[config.mk]
export PLATFORM = sky130hd
export DESIGN_NAME = fetch_v
export DESIGN_NICKNAME = d
export VERILOG_FILES = /design/src/rtl/cpu_pkg.sv /design/src/rtl/sync_fifo_v.sv /design/src/rtl/fetch_v.sv
export SDC_FILE = /design/constraint.sdc
export NUM_CORES = 1
export LEC_CHECK = 0
export ABC_CLOCK_PERIOD_IN_PS = 5300
export CAP_MARGIN = 10
export CORE_UTILIZATION = 25
export DETAILED_ROUTE_END_ITERATION = 8
export SLEW_MARGIN = 20
export SYNTH_ARGS = -nofsm -noshare
export SYNTH_HDL_FRONTEND = slang
export SYNTH_SLANG_ARGS = --single-unit
[constraint.sdc]
create_clock -name clk -period 5.3 [get_ports clk]
set_input_delay 1.59 -clock clk [delete_from_list [all_inputs] [get_ports clk]]
set_output_delay 1.59 -clock clk [all_outputs]
set_load 0.005 [all_outputs]
[src/rtl/cpu_pkg.sv]
// Shared CPU front-end constants and the fetch-buffer entry type.
package cpu_pkg;
    localparam int XLEN = 32;
    localparam logic [XLEN-1:0] INSTR_NOP        = 32'h0000_0013;
    localparam logic [XLEN-1:0] RESET_PC_DEFAULT = 32'h0000_0000;
    localparam logic [XLEN-1:0] PC_STEP          = 32'd4;

    typedef struct packed {
        logic [XLEN-1:0] pc;
        logic [XLEN-1:0] instr;
    } fetch_entry_t;

    function automatic logic [XLEN-1:0] word_align(input logic [XLEN-1:0] addr);
        return addr & ~32'h3;
    endfunction
endpackage

[src/rtl/sync_fifo_v.sv]
// Single-clock FIFO with flush; head shows the oldest entry, push ignored when full.
module sync_fifo_v #(
    parameter  int WIDTH = 32,
    parameter  int DEPTH = 4,
    localparam int CW    = $clog2(DEPTH + 1)
) (
    input  logic             clk,
    input  logic             reset,
    input  logic             push,
    input  logic             pop,
    input  logic             flush,
    input  logic [WIDTH-1:0] din,
    output logic [CW-1:0]    count,
    output logic [WIDTH-1:0] head
);
    localparam int PW = (DEPTH > 1) ? $clog2(DEPTH) : 1;

    logic [WIDTH-1:0] mem [DEPTH];
    logic [PW-1:0]    wr_ptr, rd_ptr;
    logic             do_push, do_pop;

    assign do_push = push && !flush && (count != CW'(DEPTH));
    assign do_pop  = pop  && !flush && (count != '0);
    assign head    = mem[rd_ptr];

    function automatic logic [PW-1:0] bump(input logic [PW-1:0] p);
        return (p == PW'(DEPTH - 1)) ? '0 : p + PW'(1);
    endfunction

    always_ff @(posedge clk) begin
        if (reset || flush) begin
            wr_ptr <= '0;
            rd_ptr <= '0;
            count  <= '0;
        end else begin
            if (do_push) wr_ptr <= bump(wr_ptr);
            if (do_pop)  rd_ptr <= bump(rd_ptr);
            count <= count + CW'(do_push) - CW'(do_pop);
        end
    end

    always_ff @(posedge clk) begin
        if (do_push) mem[wr_ptr] <= din;
    end
endmodule

[src/rtl/fetch_v.sv]
// Instruction fetch stage: PC ownership, credit-limited imem requests,
// in-order response matching and an output buffer feeding IF/ID.
module fetch_v
    import cpu_pkg::*;
#(
    parameter logic [XLEN-1:0] RESET_PC        = RESET_PC_DEFAULT,
    parameter int              MAX_OUTSTANDING = 2,
    parameter int              FIFO_DEPTH      = 4
) (
    input  logic            clk,
    input  logic            reset,
    input  logic            is_stall,
    input  logic            is_redirect,
    input  logic [XLEN-1:0] redirect_pc,
    output logic            imem_req_valid,
    output logic [XLEN-1:0] imem_req_addr,
    input  logic            imem_req_ready,
    input  logic            imem_rsp_valid,
    input  logic [XLEN-1:0] imem_rsp_data,
    output logic            is_valid_out,
    output logic [XLEN-1:0] pc_out,
    output logic [XLEN-1:0] instr_out
);
    localparam int OW = $clog2(MAX_OUTSTANDING + 1);
    localparam int FW = $clog2(FIFO_DEPTH + 1);

    logic [XLEN-1:0] fetch_pc;
    logic [OW-1:0]   outstanding, kill_cnt, outstanding_after_rsp;
    logic [OW-1:0]   pcq_count;
    logic [XLEN-1:0] pcq_head;
    logic [FW-1:0]   ofifo_count;
    fetch_entry_t    ofifo_head, ofifo_din;
    logic [31:0]     credit_used;
    logic            rsp, accept, killing, pcq_pop, ofifo_push, ofifo_pop;

    // A response with nothing outstanding is spurious and dropped here.
    assign rsp         = imem_rsp_valid && (outstanding != '0);
    assign killing     = (kill_cnt != '0);
    assign credit_used = 32'(outstanding) + 32'(ofifo_count);

    // In-flight requests reserve FIFO slots, so the output FIFO cannot overflow.
    assign imem_req_valid = !reset && !is_redirect
                          && (32'(outstanding) < 32'(MAX_OUTSTANDING))
                          && (credit_used < 32'(FIFO_DEPTH));
    assign imem_req_addr  = fetch_pc;
    assign accept         = imem_req_valid && imem_req_ready;

    // Killed responses belong to requests whose PCs were flushed from the queue.
    assign pcq_pop    = rsp && !killing && (pcq_count != '0);
    assign ofifo_push = rsp && !killing && !is_redirect;
    assign ofifo_din  = '{pc: pcq_head, instr: imem_rsp_data};

    assign is_valid_out = !reset && (ofifo_count != '0);
    assign ofifo_pop    = is_valid_out && !is_stall && !is_redirect;
    assign pc_out       = is_valid_out ? ofifo_head.pc    : '0;
    assign instr_out    = is_valid_out ? ofifo_head.instr : '0;

    assign outstanding_after_rsp = outstanding - OW'(rsp);

    always_ff @(posedge clk) begin
        if (reset) begin
            fetch_pc    <= RESET_PC;
            outstanding <= '0;
            kill_cnt    <= '0;
        end else if (is_redirect) begin
            // Everything still in flight now belongs to the abandoned path.
            fetch_pc    <= word_align(redirect_pc);
            outstanding <= outstanding_after_rsp;
            kill_cnt    <= outstanding_after_rsp;
        end else begin
            if (accept) fetch_pc <= fetch_pc + PC_STEP;
            outstanding <= outstanding_after_rsp + OW'(accept);
            if (rsp && killing) kill_cnt <= kill_cnt - OW'(1);
        end
    end

    sync_fifo_v #(.WIDTH(XLEN), .DEPTH(MAX_OUTSTANDING)) u_pcq (
        .clk   (clk),
        .reset (reset),
        .push  (accept),
        .pop   (pcq_pop),
        .flush (is_redirect),
        .din   (fetch_pc),
        .count (pcq_count),
        .head  (pcq_head)
    );

    sync_fifo_v #(.WIDTH(2 * XLEN), .DEPTH(FIFO_DEPTH)) u_ofifo (
        .clk   (clk),
        .reset (reset),
        .push  (ofifo_push),
        .pop   (ofifo_pop),
        .flush (is_redirect),
        .din   (ofifo_din),
        .count (ofifo_count),
        .head  (ofifo_head)
    );
endmodule

**Word level (Yosys, flattened, before mapping)**

Memories as Yosys holds them, arrays and structs flattened. A register that Yosys moved wholly into a read port is not among the register bits.
Cells that the tools add are included.
W data, S select, Z words.

- Reduce and logical (&&, ||, !) cells: 32
- Multiplexer cells: 19
- Equal/unequal tests: 4
- $lt $le $gt $ge: 2
- Add/subtract/negate cells: 13

Operators with widths:

| operator | number |
|---|---|
| $mux W32 | 4 |
| $add A32 B3 Y32 const B | 1 |
| $logic_and A1 B1 Y1 | 20 |
| $mux W2 | 7 |
| $reduce_bool A2 Y1 | 5 |
| $mux W1 | 8 |
| $add A2 B1 Y2 | 2 |
| $add A2 B1 Y2 const B | 2 |
| $add A2 B3 Y4 | 1 |
| $eq A2 B2 Y1 const B | 2 |
| $logic_not A1 Y1 | 4 |
| $lt A4 B3 Y1 const B | 1 |
| $sub A2 B1 Y2 | 2 |
| $add A3 B1 Y3 | 1 |
| $ne A3 B3 Y1 const B | 1 |
| $reduce_bool A3 Y1 | 1 |
| $sub A3 B1 Y3 | 1 |
| $add A1 B1 Y1 const B | 2 |
| $lt A2 B2 Y1 const B | 1 |
| $ne A2 B2 Y1 const B | 1 |
| $reduce_or A2 Y1 | 1 |
| $sub A2 B1 Y2 const B | 1 |
| $logic_or A1 B1 Y1 | 1 |

- Flip-flop bits (word level): 47
- Output and inout bits: 98
- Input port bits: 70
- Memories: 2
- Bits in writable memories: 320

Memories:

| name | depth | width | rd ports | clocked after Yosys merged registers in | wr ports | RTL line | source |
|---|---|---|---|---|---|---|---|
| u_ofifo.mem | 4 | 64 | 1 | 1 | 1 | sync_fifo_v.sv:18 | `logic [WIDTH-1:0] mem [DEPTH];` |
| u_pcq.mem | 2 | 32 | 1 | 1 | 1 | sync_fifo_v.sv:18 |  |

**Depth between registers and ports, before layout**

Gate-level depths: netlist of the first run.

- Depth in word-level cells: 9
- Depth in mapped cells: 10

**Hierarchy**

A second synthesis of the first run with hierarchy kept.

- Cell total of the unflattened synthesis: 871
- Area total of the unflattened synthesis: 14976.9 um^2

By module, submodules not included:

| module | area each (um^2) | instances | seq. area each (um^2) | cells each |
|---|---|---|---|---|
| sync_fifo_v (u_ofifo) | 9815.7 | 1 | 7867.5 | 386 |
| fetch_v | 2596.2 | 1 | 680.7 | 354 |
| sync_fifo_v (u_pcq) | 2565.0 | 1 | 2021.9 | 131 |

**Worst setup path before layout of the first run**

No wires, ideal clock.

- Path type: input-to-reg
- Start: in is_redirect
- End: mem u_pcq.mem[0][10], enable pin
- Arrival: 4098 ps
- Path slack: 785 ps
- Required time: 4883 ps
- Stages: 6
- Setup time: 417 ps
- Cells stage by stage: buf_6 > or3_1 > or3_4 > buf_6 > a21o_1 > nor2_1

- Word-level cells in the longest chain between the ends: 9

RTL lines:

| what | RTL line | source |
|---|---|---|
| from (decl) | fetch_v.sv:13 | `input logic is_redirect,` |
| $logic_not A1 Y1 (*) | sync_fifo_v.sv:22, fetch_v.sv:42 |  |
| $logic_and A1 B1 Y1 | fetch_v.sv:42 | `assign imem_req_valid = !reset && !is_redirect` |
| $logic_and A1 B1 Y1 | fetch_v.sv:43 | `&& (32'(outstanding) < 32'(MAX_OUTSTANDING))` |
| $logic_and A1 B1 Y1 | fetch_v.sv:44 | `&& (credit_used < 32'(FIFO_DEPTH));` |
| $logic_and A1 B1 Y1 | fetch_v.sv:46 | `assign accept = imem_req_valid && imem_req_ready;` |
| $logic_and A1 B1 Y1 (*) (2 in a row) | sync_fifo_v.sv:22 | `assign do_push = push && !flush && (count != CW'(DEPTH));` |
| $mux W1 (*) | sync_fifo_v.sv:43 | `if (do_push) mem[wr_ptr] <= din;` |
| $mux W1 (not written as such) (*) | sync_fifo_v.sv:43 |  |
| to (decl) | sync_fifo_v.sv:18 |  |

Mark *: on every way between the ends. The rest lies on a longest branch, timed or not.

**Worst setup path in the final report of the first run**

- Start: in reset
- End: out pc_out[30]

- Word-level cells in the longest chain between the ends: 3

RTL lines:

| what | RTL line | source |
|---|---|---|
| from (decl) | fetch_v.sv:11 | `input logic reset,` |
| $logic_not A1 Y1 | fetch_v.sv:53 | `assign is_valid_out = !reset && (ofifo_count != '0);` |
| $logic_and A1 B1 Y1 | fetch_v.sv:53 |  |
| $mux W32 | fetch_v.sv:55 | `assign pc_out = is_valid_out ? ofifo_head.pc : '0;` |
| to (decl) | fetch_v.sv:21 | `output logic [XLEN-1:0] pc_out,` |

No other way between the ends.

==> impl_metrics.prom, run 1 <==
# TYPE chip_impl_metric gauge
chip_impl_info{name="cpLargestDelayFamily",value="buffers and inverters"} 1
chip_impl_info{name="netlist_top_cells_area",value="sky130_fd_sc_hd__edfxtp_1 65%, sky130_fd_sc_hd__mux4_2 9.7%, sky130_fd_sc_hd__dfxtp_1 6.7%"} 1
chip_impl_metric{name="syn_area_per_cell",unit="um2"} 17.17
chip_impl_info{name="cell_repeated_most_along_the_worst_path",value="sky130_fd_sc_hd__clkdlybuf4s50_1"} 1
chip_impl_metric{name="die_h",unit="um"} 241.5
chip_impl_metric{name="async_flop_share",unit="%"} 0
chip_impl_metric{name="report.final.slew_viol_count",unit=""} 0
chip_impl_metric{name="report.final.setup_viol",unit=""} 0
chip_impl_metric{name="cts.reportedPaths.clkPinSlew",unit="ns"} 0.06
chip_impl_metric{name="synth-seq-cells",unit=""} 356
chip_impl_metric{name="finalWorstPathRequiredPeriod",unit="ns"} 4.859
chip_impl_metric{name="p_leak",unit="nW"} 5.721
chip_impl_metric{name="grt_max_degree",unit=""} 46
chip_impl_metric{name="crit_fanout",unit=""} 44
chip_impl_info{name="critical_path_class",value="primary input to output pin"} 1
chip_impl_metric{name="ios",unit=""} 168
chip_impl_metric{name="worst-slew-pin-transition",unit="ns"} 0.9996
chip_impl_metric{name="syn_inst_count",unit=""} 835
chip_impl_info{name="crit-reg2reg-capture",value="imem_req_addr[17]$_SDFFE_PP0P_"} 1
chip_impl_metric{name="synthDistinctLibCells",unit=""} 70
chip_impl_metric{name="synth-compound-area-share",unit="%"} 3.822
chip_impl_metric{name="global_route.overflow_total",unit=""} 0
chip_impl_info{name="clockRootBuffer",value="sky130_fd_sc_hd__clkbuf_16"} 1
chip_impl_metric{name="htreeDepth",unit=""} 2
chip_impl_metric{name="total_power",unit="W"} 0.006160
chip_impl_metric{name="max_freq",unit="MHz"} 205.8
chip_impl_metric{name="placeableCoreArea",unit="mm2"} 0.05650
chip_impl_info{name="reg2reg_from",value="outstanding[1]$_SDFF_PP0_"} 1
chip_impl_metric{name="fin_area",unit="mm2"} 0.01820
chip_impl_metric{name="layout.nets",unit=""} 1099
chip_impl_info{name="setup.worst_path.end_class",value="output pin"} 1
chip_impl_metric{name="dr.first_iter.drc_count",unit=""} 518
chip_impl_metric{name="gr-usage-met3",unit="%"} 2.621
chip_impl_info{name="critical_path_sink",value="pc_out[30]"} 1
chip_impl_metric{name="drt-pass1-iter-count",unit=""} 5
chip_impl_metric{name="post_synth_design_cell_area",unit="mm2"} 0.01434
chip_impl_metric{name="grt_first_pass_wirelength",unit="mm"} 51.50
chip_impl_metric{name="power.density_cell_area",unit="mW/mm2"} 338.6
chip_impl_metric{name="syn_to_final_growth",unit="%"} 26.89
chip_impl_metric{name="buffer_ports.inserted",unit=""} 161
chip_impl_metric{name="max-slew-margin-rel",unit="%"} 33.11
chip_impl_metric{name="drc_errors_left",unit=""} 0
chip_impl_metric{name="report.final.hold_viol_count",unit=""} 0
chip_impl_metric{name="dpl.hpwl",unit="mm"} 21.46
chip_impl_info{name="critical_path.startpoint_type",value="primary input"} 1
chip_impl_metric{name="count_of_flip_flops_with_a_built_in_enable_after_synthesis",unit=""} 308
chip_impl_metric{name="crit_arrival",unit="ns"} 3.27
chip_impl_info{name="holdCritPathClass",value="register to register"} 1
chip_impl_metric{name="worstSetupPathDepth",unit=""} 5
chip_impl_metric{name="cts.path.max_buffers",unit=""} 3
chip_impl_metric{name="worst_ep_required_time",unit="ns"} 3.71
chip_impl_metric{name="groute.layer.met1.usage",unit="%"} 15.19
chip_impl_metric{name="fin_worst_hold_slack",unit="ns"} 0.5023
chip_impl_metric{name="fillers",unit=""} 5452
chip_impl_metric{name="synth-simple-area-share",unit="%"} 8.360
chip_impl_metric{name="ir_worst_vdd",unit="V"} 0.0001809
chip_impl_metric{name="number_of_buffers_created_by_cts",unit=""} 41
chip_impl_info{name="synthDominantAreaCellType",value="sky130_fd_sc_hd__edfxtp_1"} 1
chip_impl_metric{name="detailed_place.area",unit="mm2"} 0.01691
chip_impl_metric{name="floorplan.rows",unit=""} 87
chip_impl_metric{name="critPathMaxStageDelay",unit="ns"} 0.56
chip_impl_info{name="largest_family_of_logic_cells_by_synthesized_area",value="multiplexers"} 1
chip_impl_metric{name="ff2ff_setup_slack",unit="ns"} 2.26
chip_impl_info{name="critical_path.cell_chain",value="clkdlybuf4s50_1, nor2_4, buf_12, and2_1, clkdlybuf4s50_1"} 1
chip_impl_metric{name="cts.hold.buffers_added",unit=""} 0
chip_impl_metric{name="postCtsSetupBuffers",unit=""} 0
chip_impl_metric{name="critical_path.n_buffers_inverters",unit=""} 3
chip_impl_info{name="worst_path_max_delay_cell",value="sky130_fd_sc_hd__clkdlybuf4s50_1"} 1
chip_impl_metric{name="post_cts_resize_count",unit=""} 0
chip_impl_info{name="synth_top_flop_cell",value="sky130_fd_sc_hd__edfxtp_1"} 1
chip_impl_metric{name="grt.met2_usage",unit="%"} 20.59
chip_impl_metric{name="setup_tns",unit="ns"} 0
chip_impl_metric{name="design.die.area",unit="mm2"} 0.05832
chip_impl_info{name="grt.busiest_layer",value="met2"} 1
chip_impl_info{name="rsz0062_at_grt",value="no"} 1
chip_impl_metric{name="postRouteWirelength",unit="mm"} 34.76
chip_impl_metric{name="start_util",unit="%"} 25.38
chip_impl_metric{name="synth.yosys.seq_area_share",unit="%"} 71.20
chip_impl_metric{name="synth.area.mux_share",unit="%"} 12.52
chip_impl_metric{name="synthDominantCellAreaShare",unit="%"} 64.50
chip_impl_metric{name="cts_sinks",unit=""} 356
chip_impl_metric{name="drive_gt1_share",unit="%"} 18.56
chip_impl_metric{name="avg_wl_per_cell",unit="um"} 19.29
chip_impl_metric{name="clock_insertion_delay_worst_skew",unit="ns"} 0.56
chip_impl_metric{name="drt-vias-per-instance",unit=""} 4.458
chip_impl_metric{name="finalCritPeriodShare",unit="%"} 91.68
chip_impl_metric{name="synth-adder-area-share",unit="%"} 1.187
chip_impl_metric{name="reported_max_cap_violation_count",unit=""} 0
chip_impl_metric{name="routabilityCongestion",unit=""} 0.7614
chip_impl_metric{name="synth_xor_xnor_area_share",unit="%"} 0.7243
chip_impl_metric{name="antenna_found_initial",unit=""} 0
chip_impl_metric{name="finalClockSkew",unit="ns"} 0.02594
chip_impl_metric{name="yosysWarningCount",unit=""} 0
chip_impl_metric{name="holdPathStages",unit=""} 2
chip_impl_info{name="setup.worst_path.start",value="reset"} 1
chip_impl_metric{name="first_global_vias",unit=""} 8359
chip_impl_metric{name="vias",unit=""} 8034
chip_impl_info{name="tritoncts",value="built"} 1
chip_impl_info{name="outcome",value="finished clean"} 1
chip_impl_metric{name="worst_r2r_path_depth",unit=""} 7
chip_impl_metric{name="grt_usage",unit="%"} 12.09
chip_impl_metric{name="ant_nets",unit=""} 0
chip_impl_metric{name="chipWidth",unit="um"} 241.5
## cell usage after synthesis, types with 6 or more instances
master,number
sky130_fd_sc_hd__buf_2,7
sky130_fd_sc_hd__o21ai_0,14
sky130_fd_sc_hd__inv_1,18
sky130_fd_sc_hd__nor2_1,37
sky130_fd_sc_hd__a21oi_1,20
sky130_fd_sc_hd__ha_1,12
sky130_fd_sc_hd__xnor2_1,6
sky130_fd_sc_hd__edfxtp_1,308
sky130_fd_sc_hd__a31oi_1,10
sky130_fd_sc_hd__dfxtp_1,48
sky130_fd_sc_hd__nor3_1,6
sky130_fd_sc_hd__o211ai_1,6
sky130_fd_sc_hd__and2_1,71
sky130_fd_sc_hd__mux4_2,62
sky130_fd_sc_hd__nand4_1,10
sky130_fd_sc_hd__clkbuf_1,22
sky130_fd_sc_hd__or3_1,8
sky130_fd_sc_hd__nand3_1,12
sky130_fd_sc_hd__nand2_1,41
sky130_fd_sc_hd__mux2_2,30
## worst reg2reg max path, cell delays in order (launching register included)
cell	delay, ns
sky130_fd_sc_hd__dfxtp_1	0.36
sky130_fd_sc_hd__ha_1	0.30
sky130_fd_sc_hd__a311o_1	0.32
sky130_fd_sc_hd__or3_4	0.38
sky130_fd_sc_hd__inv_2	0.28
sky130_fd_sc_hd__nor2_1	0.83
sky130_fd_sc_hd__o21ai_0	0.22
sky130_fd_sc_hd__a31oi_1	0.23
## cells in the final DEF (no fill, tap or decap), types with 11 or more instances in the layout
master / n
sky130_fd_sc_hd__buf_4: 12
sky130_fd_sc_hd__edfxtp_1: 308
sky130_fd_sc_hd__nor2_1: 34
sky130_fd_sc_hd__o21ai_0: 14
sky130_fd_sc_hd__nand2_1: 41
sky130_fd_sc_hd__a21oi_1: 20
sky130_fd_sc_hd__clkdlybuf4s50_1: 161
sky130_fd_sc_hd__clkbuf_16: 41
sky130_fd_sc_hd__inv_1: 18
sky130_fd_sc_hd__clkbuf_1: 11
sky130_fd_sc_hd__mux2_2: 30
sky130_fd_sc_hd__and2_1: 67
sky130_fd_sc_hd__mux4_2: 62
sky130_fd_sc_hd__dfxtp_1: 46
sky130_fd_sc_hd__ha_1: 12
sky130_fd_sc_hd__nand3_1: 12
## stage by stage
stage / setup slack, ns / cells / utilization (%)
floorplan: 0.7852 / 838 / -
global placement: 0.3822 / 1729 / 29.94
detailed placement: 0.3853 / 1729 / 29.94
CTS: 0.3738 / 1801 / 32.20
global route: 0.3144 / 1801 / 32.20
finish: 0.4410 / 1802 / 32.21
## where the power goes
part	internal (W)	total, W	switching, W
clock network	0.00162	0.00272	0.00110
logic	0.000146	0.000289	0.000143
registers	0.00310	0.00315	0.0000503
## cell type report
cell class                      instances  area, um2  area share, %
Sequential cell                       356      10220          56.15
Multi-Input combinational cell        418       3854          21.18
Timing Repair Buffer                  179       1822          10.01
Clock buffer                           52       1067          5.866
Tap cell                              756      945.9          5.199
Clock inverter                         20      211.5          1.162
Inverter                               20      75.07         0.4126
Antenna cell                            1      2.502        0.01375
## state kept, by name (all words and copies together) (netlist names), named ones only
signal          flops
u_ofifo.mem       248
u_pcq.mem          60
imem_req_addr      30
u_ofifo.count       3
kill_cnt            2
outstanding         2
u_ofifo.rd_ptr      2
u_ofifo.wr_ptr      2
u_pcq.count         2
u_pcq.rd_ptr        1
u_pcq.wr_ptr        1
## layer usage
layer  wire length (um)  up-vias
met4                701        0
met1              15180     4117
met5                  0        -
met2              16980      239
li1                   -     3624
met3               1908       54
## kinds of logic after synthesis
logic type               count (synthesis)
AND/OR/NAND/NOR                        211
other                                    1
adder cells (fa/ha/maj)                 13
multiplexers                            98
buffers and inverters                   64
XOR/XNOR                                11
flip-flops                             356
AO/OA/AOI/OAI                           81
## worst min path at each step
| stage | from | endpoint | slack, ns |
|---|---|---|---|
| floorplan | u_ofifo.rd_ptr[1]$_SDFFE_PP0P_ | register | 0.46 |
| global placement | u_ofifo.rd_ptr[1]$_SDFFE_PP0P_ | register | 0.47 |
| detailed placement | u_ofifo.rd_ptr[1]$_SDFFE_PP0P_ | register | 0.48 |
| CTS | u_ofifo.rd_ptr[1]$_SDFFE_PP0P_ | u_ofifo.rd_ptr[1]$_SDFFE_PP0P_ | 0.49 |
| global route | u_ofifo.rd_ptr[1]$_SDFFE_PP0P_ | register | 0.54 |
| finish | u_ofifo.rd_ptr[1]$_SDFFE_PP0P_ | u_ofifo.rd_ptr[1]$_SDFFE_PP0P_ | 0.50 |
Note: power is estimated with default switching activity, not from simulation.
==> inputs of run 2 (changes only) <==
- PLACE_DENSITY_LB_ADDON: not set -> 0.1
- SLEW_MARGIN: 20 -> 25
==> run 2 against run 1 <==
Effect of this change:
- register-to-register slack better by 0.17 ns
- cell area is 0.52% higher
- worst hold slack worse by 0.012 ns
- clock power is 4% higher
- core utilization is 0.17 points higher
- combinational power is 1% higher
- non-clock buffer count is 1 higher
- largest power group unchanged
==> impl_metrics.prom, run 2 (synthesis results as in run 1) <==
# TYPE chip_impl_metric gauge
chip_impl_info{name="outcome",value="finished clean"} 1
chip_impl_metric{name="grt_max_degree",unit=""} 64
chip_impl_metric{name="drt-vias-per-instance",unit=""} 4.320
chip_impl_metric{name="cts.hold.buffers_added",unit=""} 0
chip_impl_metric{name="dpl.hpwl",unit="mm"} 22.80
chip_impl_metric{name="first_global_vias",unit=""} 8373
chip_impl_info{name="holdCritPathClass",value="register to register"} 1
chip_impl_metric{name="cts.path.max_buffers",unit=""} 3
chip_impl_metric{name="drt-met1-wl",unit="mm"} 16.64
chip_impl_metric{name="worst_ep_required_time",unit="ns"} 3.71
chip_impl_metric{name="avg_wl_per_cell",unit="um"} 20.08
chip_impl_metric{name="chipWidth",unit="um"} 241.5
chip_impl_metric{name="placeableCoreArea",unit="mm2"} 0.05650
chip_impl_metric{name="finalClockSkew",unit="ns"} 0.01111
chip_impl_metric{name="htreeDepth",unit=""} 2
chip_impl_metric{name="die_h",unit="um"} 241.5
chip_impl_metric{name="vias",unit=""} 7815
chip_impl_metric{name="ant_nets",unit=""} 0
chip_impl_metric{name="cts_sinks",unit=""} 356
chip_impl_metric{name="report.final.hold_viol_count",unit=""} 0
chip_impl_metric{name="largest_register_ffs",unit=""} 248
chip_impl_metric{name="fillers",unit=""} 5502
chip_impl_metric{name="ios",unit=""} 168
chip_impl_info{name="tritoncts",value="built"} 1
chip_impl_metric{name="number_of_buffers_created_by_cts",unit=""} 43
chip_impl_metric{name="design.die.area",unit="mm2"} 0.05832
chip_impl_info{name="setup.worst_path.end_class",value="output pin"} 1
chip_impl_metric{name="crit_fanout",unit=""} 63
chip_impl_info{name="critical_path_class",value="primary input to output pin"} 1
chip_impl_metric{name="postRouteWirelength",unit="mm"} 36.33
chip_impl_metric{name="ir_worst_vdd",unit="V"} 0.0001930
chip_impl_info{name="rsz0062_at_grt",value="no"} 1
chip_impl_metric{name="start_util",unit="%"} 25.38
chip_impl_metric{name="report.final.setup_viol",unit=""} 0
chip_impl_metric{name="met2_wirelength",unit="mm"} 17.28
chip_impl_metric{name="layout.nets",unit=""} 1102
chip_impl_metric{name="grt_first_pass_wirelength",unit="mm"} 54.31
chip_impl_metric{name="worst-slew-pin-transition",unit="ns"} 0.6966
chip_impl_metric{name="grt_usage",unit="%"} 12.75
chip_impl_metric{name="cts.reportedPaths.clkPinSlew",unit="ns"} 0.06
chip_impl_metric{name="global_route.overflow_total",unit=""} 0
chip_impl_metric{name="buffer_ports.inserted",unit=""} 161
chip_impl_metric{name="drt-pass1-iter-count",unit=""} 5
chip_impl_metric{name="wl_met3",unit="mm"} 1.637
chip_impl_info{name="mostFrequentLayoutCell",value="sky130_fd_sc_hd__edfxtp_1"} 1
chip_impl_metric{name="floorplan.rows",unit=""} 87
chip_impl_info{name="critical_path.startpoint_type",value="primary input"} 1
chip_impl_metric{name="max-slew-margin-rel",unit="%"} 53.20
chip_impl_metric{name="post_cts_resize_count",unit=""} 0
chip_impl_metric{name="postCtsSetupBuffers",unit=""} 0
chip_impl_metric{name="reported_max_cap_violation_count",unit=""} 0
chip_impl_metric{name="crit_arrival",unit="ns"} 3.32
chip_impl_metric{name="antenna_found_initial",unit=""} 0
chip_impl_metric{name="routabilityCongestion",unit=""} 0.7034
chip_impl_metric{name="max_freq",unit="MHz"} 203.9
chip_impl_metric{name="setup_tns",unit="ns"} 0
chip_impl_metric{name="ff2ff_setup_slack",unit="ns"} 2.43
chip_impl_metric{name="dr.first_iter.drc_count",unit=""} 434
chip_impl_metric{name="clock_insertion_delay_worst_skew",unit="ns"} 0.55
chip_impl_metric{name="drive_gt1_share",unit="%"} 18.61
chip_impl_info{name="routed.top_layer",value="met4"} 1
chip_impl_metric{name="final_util",unit="%"} 32.37
chip_impl_info{name="most-common-layout-cells",value="308 x sky130_fd_sc_hd__edfxtp_1, 161 x sky130_fd_sc_hd__clkdlybuf4s50_1, 67 x sky130_fd_sc_hd__and2_1, 62 x sky130_fd_sc_hd__mux4_2, 46 x sky130_fd_sc_hd__dfxtp_1"} 1
chip_impl_metric{name="syn_to_final_growth",unit="%"} 27.55
chip_impl_info{name="largest-register",value="u_ofifo.mem"} 1
chip_impl_metric{name="finalWorstPathRequiredPeriod",unit="ns"} 4.905
chip_impl_metric{name="antenna_cells",unit=""} 0
chip_impl_metric{name="power.density_cell_area",unit="mW/mm2"} 342.8
chip_impl_metric{name="finalCritPeriodShare",unit="%"} 92.55
chip_impl_info{name="clockRootBuffer",value="sky130_fd_sc_hd__clkbuf_16"} 1
chip_impl_metric{name="drc_errors_left",unit=""} 0
chip_impl_metric{name="report.final.slew_viol_count",unit=""} 0
chip_impl_metric{name="p_leak",unit="nW"} 5.764
-- run 2: cell types whose count changed in the layout (fill, tap and decap cells not counted) --
cell,delta
sky130_fd_sc_hd__buf_12,+1
sky130_fd_sc_hd__bufinv_16,-1
sky130_fd_sc_hd__clkbuf_1,+2
sky130_fd_sc_hd__clkbuf_16,+4
sky130_fd_sc_hd__clkbuf_8,+1
sky130_fd_sc_hd__clkinv_1,+4
sky130_fd_sc_hd__clkinv_2,+1
sky130_fd_sc_hd__diode_2,-1
sky130_fd_sc_hd__inv_6,-4
-- run 2: routing by layer --
metal	GRT usage (%)	up-vias
li1	-	3623
met1	16.79	3962
met2	21.02	181
met3	2.541	49
met4	4.104	0
met5	0	-
-- run 2: cell type report --
cell class	instances	area (um2)	area share, %
clock buffers	59	1189	6.499
flip-flops and latches	356	10220	55.87
multi-input cells	418	3854	21.07
repair buffers	180	1842	10.07
well taps	756	945.9	5.172
inverters	20	75.07	0.4105
clock inverters	20	166.4	0.9099
-- run 2: worst paths after layout --
| check | depth (start not counted) | end | from |
|---|---|---|---|
| max reg2reg | 7 | imem_req_addr[18]$_SDFFE_PP0P_ | outstanding[1]$_SDFF_PP0_ |
| min | 2 | u_ofifo.rd_ptr[1]$_SDFFE_PP0P_ | u_ofifo.rd_ptr[1]$_SDFFE_PP0P_ |
| max | 5 | pc_out[12] | reset |
| min reg2reg | 2 | u_ofifo.rd_ptr[1]$_SDFFE_PP0P_ | u_ofifo.rd_ptr[1]$_SDFFE_PP0P_ |
-- run 2: stage by stage --
step	power, W	instance area, um2	worst slack [ns]	std cells	hold WS (ns)
after global routing	0.006504	18290	0.2901	1809	0.5356
after global placement	0.003510	16930	0.3091	1730	0.4690
after floorplan	0.003330	14350	0.7852	838	0.4562
final	0.006270	18290	0.3948	1809	0.4901
after CTS	0.006382	18290	0.3009	1809	0.4942
after detailed placement	0.003513	16930	0.3042	1730	0.4866
-- run 2: worst max-delay path, cell delays in order --
cell	delay [ns]
sky130_fd_sc_hd__clkdlybuf4s50_1	0.50
sky130_fd_sc_hd__nor2_4	0.16
sky130_fd_sc_hd__buf_12	0.28
sky130_fd_sc_hd__and2_1	0.25
sky130_fd_sc_hd__clkdlybuf4s50_1	0.52
-- run 2: where the power goes --
| group | switching [W] | internal (W) |
|---|---|---|
| sequential | 0.0000499 | 0.00310 |
| combinational | 0.000147 | 0.000147 |
| clock | 0.00112 | 0.00171 |
| total | 0.00131 | 0.00496 |
